$ cat config.mk
export PLATFORM = sky130hd
export DESIGN_NAME = writeback_sequencer
export DESIGN_NICKNAME = d
export VERILOG_FILES = /design/src/rtl/writeback_sequencer.sv
export SDC_FILE = /design/constraint.sdc
export NUM_CORES = 1
export LEC_CHECK = 0
export BUFFER_PORTS_ARGS = -buffer_cell sky130_fd_sc_hd__buf_4
export CORE_MARGIN = 4
export CORE_UTILIZATION = 55
export CTS_CLUSTER_SIZE = 24
export DETAILED_ROUTE_END_ITERATION = 8
export PLACE_DENSITY = 0.89
export SKIP_LAST_GASP = 1
export SYNTH_ARGS = -nofsm -noshare
export SYNTH_HDL_FRONTEND = slang
export SYNTH_SLANG_ARGS = --single-unit
$ cat constraint.sdc
create_clock -name clk -period 6.5 [get_ports clk]
set_input_delay 0.975 -clock clk [delete_from_list [all_inputs] [get_ports clk]]
set_output_delay 0.975 -clock clk [all_outputs]
set_load 0.05 [all_outputs]
$ cat src/rtl/writeback_sequencer.sv
// Y86-64 writeback stage: drives the single register-file write port,
// splits popq into two writes, latches halting status, counts retirements.
module writeback_sequencer #(
  parameter int CNT_W = 32
) (
  input  logic             clk,
  input  logic             rst_n,
  input  logic             m_valid,
  output logic             m_ready,
  input  logic [1:0]       m_stat,
  input  logic [3:0]       m_icode,
  input  logic             m_cnd,
  input  logic [3:0]       m_rA,
  input  logic [3:0]       m_rB,
  input  logic [63:0]      m_valE,
  input  logic [63:0]      m_valM,
  output logic             w_we,
  output logic [3:0]       w_dst,
  output logic [63:0]      w_data,
  output logic             halted,
  output logic [1:0]       stat_out,
  output logic [CNT_W-1:0] retire_cnt
);

  typedef enum logic [1:0] {
    EMPTY,
    PH_E,
    PH_M,
    HALTED
  } state_e;

  localparam logic [1:0] S_AOK  = 2'b00;
  localparam logic [3:0] R_NONE = 4'hF;
  localparam logic [3:0] R_RSP  = 4'h4;

  state_e           state_q;
  logic [1:0]       stat_q;
  logic [3:0]       icode_q;
  logic             cnd_q;
  logic [3:0]       ra_q;
  logic [3:0]       rb_q;
  logic [63:0]      vale_q;
  logic [63:0]      valm_q;
  logic [1:0]       sout_q;
  logic [CNT_W-1:0] cnt_q;

  logic        is_popq;
  logic        aok;
  logic        accept;
  logic        retire;
  logic        plan_we;
  logic [3:0]  plan_dst;
  logic [63:0] plan_data;

  assign is_popq = (icode_q == 4'hB);
  assign aok     = (stat_q == S_AOK);

  always_comb begin
    m_ready = 1'b0;
    unique case (state_q)
      EMPTY:  m_ready = 1'b1;
      PH_E:   m_ready = !is_popq;
      PH_M:   m_ready = 1'b1;
      HALTED: m_ready = 1'b0;
      default: m_ready = 1'b0;
    endcase
  end

  assign accept = m_valid && m_ready;
  assign retire = (state_q == PH_M) ||
                  (state_q == PH_E && aok && !is_popq);

  always_comb begin
    plan_we   = 1'b0;
    plan_dst  = R_NONE;
    plan_data = 64'd0;
    if (state_q == PH_E && aok) begin
      unique case (icode_q)
        4'h2: begin
          plan_we   = cnd_q;
          plan_dst  = rb_q;
          plan_data = vale_q;
        end
        4'h3, 4'h6: begin
          plan_we   = 1'b1;
          plan_dst  = rb_q;
          plan_data = vale_q;
        end
        4'h5: begin
          plan_we   = 1'b1;
          plan_dst  = ra_q;
          plan_data = valm_q;
        end
        4'h8, 4'h9, 4'hA, 4'hB: begin
          plan_we   = 1'b1;
          plan_dst  = R_RSP;
          plan_data = vale_q;
        end
        default: plan_we = 1'b0;
      endcase
    end else if (state_q == PH_M) begin
      plan_we   = 1'b1;
      plan_dst  = ra_q;
      plan_data = valm_q;
    end
  end

  // A write aimed at the no-register ID still burns its phase.
  assign w_we       = plan_we && (plan_dst != R_NONE);
  assign w_dst      = w_we ? plan_dst : R_NONE;
  assign w_data     = w_we ? plan_data : 64'd0;
  assign halted     = (state_q == HALTED);
  assign stat_out   = sout_q;
  assign retire_cnt = cnt_q;

  always_ff @(posedge clk or negedge rst_n) begin
    if (!rst_n) begin
      state_q <= EMPTY;
      stat_q  <= S_AOK;
      icode_q <= 4'h1;
      cnd_q   <= 1'b0;
      ra_q    <= R_NONE;
      rb_q    <= R_NONE;
      vale_q  <= 64'd0;
      valm_q  <= 64'd0;
      sout_q  <= S_AOK;
      cnt_q   <= '0;
    end else begin
      if (accept) begin
        stat_q  <= m_stat;
        icode_q <= m_icode;
        cnd_q   <= m_cnd;
        ra_q    <= m_rA;
        rb_q    <= m_rB;
        vale_q  <= m_valE;
        valm_q  <= m_valM;
      end
      if (retire) begin
        cnt_q  <= cnt_q + CNT_W'(1);
        sout_q <= S_AOK;
      end
      unique case (state_q)
        EMPTY: if (accept) state_q <= PH_E;
        PH_E: begin
          if (!aok) begin
            state_q <= HALTED;
            sout_q  <= stat_q;
          end else if (is_popq) begin
            state_q <= PH_M;
          end else if (accept) begin
            state_q <= PH_E;
          end else begin
            state_q <= EMPTY;
          end
        end
        PH_M: state_q <= accept ? PH_E : EMPTY;
        HALTED: state_q <= HALTED;
        default: state_q <= EMPTY;
      endcase
    end
  end

endmodule

==> flow_summary.json <==
{
  "p_leak_uw": 0.004837,
  "cts_root_buf": "clkbuf_16",
  "via_count": 6128,
  "viasPerCell": 5.669,
  "grt_usage_pct": 24.28,
  "final_cell_mix": "255 x buf_4, 170 x dfrtp_1, 145 x mux2_2",
  "ios": 251,
  "drtIter0Drc": 396,
  "cp.depth": 7,
  "ys_seq_area_share_pct": 55.63,
  "endpoint_kind": "output pin",
  "setup_tns_ps": 0,
  "drtAntennaViolNets": 0,
  "cts.reportedPaths.clkPinSlew_ps": 60,
  "slew_viol_final": 0,
  "cts_max_level": 4,
  "core_um2": 14480,
  "hold_depth": 1,
  "netlist.area_leader.share_pct": 52.71,
  "min_from": "retire_cnt[31]",
  "status": "completed",
  "synth-seq-cells": 179,
  "die-area_um2": 16680,
  "synth_area_um2": 8071,
  "areaGrowthSynthToFinish_pct": 31.21,
  "gr-total-overflow": 0,
  "clockBufferDepth": 2,
  "tightest_slew_ps": 1023,
  "utilization_pct": 73.14,
  "clk_latency_ps": 420,
  "antenna_found_initial": 0,
  "synth_edf_count": 0,
  "critical_path_arrival_ps": 3230,
  "rsz0062_at_grt": "no",
  "r2r-end": "vale_q[38]",
  "cap_viol_max_count": 0,
  "dieWidth_um": 129.1,
  "cp.required_ps": 5520,
  "grt_pass1_wl_mm": 31.70,
  "cts.sink_count": 179,
  "crit_chain": "nor4b_4 > nand2_1 > nor2_4 > buf_4 > a22oi_1 > nor2_1 > buf_4",
  "final_nets": 1031,
  "critical_path_class": "reg -> out",
  "fin_ws_ps": 2292,
  "gp_congestion": 0.8655,
  "critPathTopFamily": "simple AND/OR/NAND/NOR gates",
  "diodes": 0,
  "synth-main-ff-cell": "dfrtp_1",
  "ys_async_sr_fraction_pct": 100.0,
  "fmax_mhz": 237.7,
  "drc": 0,
  "r2r_start": "icode_q[0]",
  "numCtsBuffers": 17,
  "slew_headroom_pct": 31.79,
  "finalSetupViolCount": 0,
  "row_count": 44,
  "power.density_nw_per_um2": 338.8,
  "synth_area_per_cell_um2": 12.40,
  "dp_worst_setup_slack_ps": 2785,
  "routed_wl_mm": 20.07,
  "holdPathEnd": "retire_cnt[31]",
  "cts_setup_buffers": 0,
  "post_cts_resized": 0,
  "synth.largest_area_cell": "dfrtp_1",
  "clock_skew_ps": 7.700,
  "holdCritPathClass": "reg -> reg",
  "period_share_pct": 64.74,
  "critPathMaxFanout": 35,
  "synth.yosys.warnings": 0,
  "period_needed_ps": 4208,
  "yosysUniqueCellTypes": 45,
  "grt_max_degree": 111,
  "reg2regPathDepth": 5,
  "cts_tree": "yes",
  "use_met1_pct": 28.97,
  "cp_slowest_cell": "nor2_4",
  "layout.cells.most_common": "buf_4",
  "hpwl_mm": 14.00,
  "nFillCells": 976,
  "die_h_um": 129.1,
  "drive_gt1_share_pct": 50.17,
  "routedWlPerCell_um": 18.56,
  "grt_busiest_layer": "met2",
  "vdd_drop_max_v": 0.0002072,
  "first_pass_iters": 4,
  "use_met2_pct": 39.09,
  "cp.buffers_inverters": 2,
  "critPathMostFrequentCell": "buf_4",
  "startpoint_type": "register",
  "ff2ff_setup_slack_ps": 3220,
  "grt_pass1_vias": 6362,
  "start_util_pct": 55.75,
  "hold_buffers": 0,
  "port_buffers": 250,
  "met3_usage_pct": 9.192,
  "critPathMaxStageDelay_ps": 640,
  "synth_area_leaders": "dfrtp_1 53%, mux2_2 20%, a22oi_1 6.0%",
  "synth_nets": 798,
  "netlist_instances": 651,
  "hold_violations": 0
}
==> final cells by class <==
cell class | instances | area, um2 | area share (%)
Clock buffer | 26 | 519.2 | 4.903
Inverter | 9 | 33.78 | 0.3190
Sequential cell | 179 | 4491 | 42.40
Clock inverter | 6 | 45.04 | 0.4253
Timing Repair Buffer | 256 | 1926 | 18.18
Tap cell | 184 | 230.2 | 2.174
Multi-Input combinational cell | 421 | 3346 | 31.59
==> where the power goes <==
part / internal [uW] / switching, uW
combinational: 434 / 266
clock: 552 / 411
sequential: 1610 / 319
total: 2590 / 996
==> kinds of logic (layout without fill, tap and decap cells) <==
| kind of cell | after synthesis | count (layout) | synth area share (%) |
|---|---|---|---|
| flops | 179 | 179 | 55.63 |
| simple gates | 150 | 150 | 8.774 |
| mux | 145 | 145 | 20.23 |
| compound gates | 94 | 94 | 8.603 |
| buf+inv | 51 | 297 | 3.240 |
| xor+xnor | 31 | 31 | 3.364 |
| fa+ha+maj | 1 | 1 | 0.1550 |
==> worst reg2reg max path: cells and delay by family (launching register included) <==
family | cells | cell delay [ps]
AND/OR/NAND/NOR | 2 | 950
buffers and inverters | 1 | 830
AO/OA/AOI/OAI | 1 | 180
multiplexers | 1 | 570
flip-flops | 1 | 620
==> per-layer routing <==
| metal | vias to the layer above | part of all wire, % |
|---|---|---|
| li1 | 2791 | - |
| met2 | 243 | 49 |
| met4 | 0 | 3.2 |
| met1 | 3051 | 38 |
| met3 | 43 | 9.6 |
| met5 | - | 0 |
==> sequential cells by signal, summed over array words and instances, names as in the netlist <==
register	cells
vale_q	64
valm_q	64
retire_cnt	32
icode_q	4
ra_q	4
rb_q	4
stat_out	2
stat_q	2
state_q	2
cnd_q	1
==> worst max-delay path by stage <==
stage / start / end
2_1_floorplan: icode_q[0] / w_data[54]
3_3_place_gp: state_q[1] / w_data[29]
3_5_place_dp: state_q[1] / w_data[29]
4_1_cts: state_q[1] / w_data[29]
5_1_grt: state_q[1] / w_data[16]
6_report: state_q[1] / w_data[29]
==> metrics by stage <==
step	power, uW	hold WS [ps]	std cells	area (um2)
after floorplan	2352	479.9	651	8071
after detailed placement	2631	458.5	1049	10030
after global placement	2577	459.2	1049	10030
after global routing	3782	494.3	1081	10590
after CTS	3606	470.6	1081	10590
final	3588	472.1	1081	10590
==> synthesized netlist by cell type, drive strengths merged, types with 9 or more instances <==
cell type and number:
dfrtp 170, mux2 145, nor2 79, a22oi 64, buf 26, nand2 24
clkbuf 16, xor2 16, xnor2 15, nand3 11, o21ai 10, dfstp 9
inv 9, nor3 9
Power figures use the tool's default switching activity.
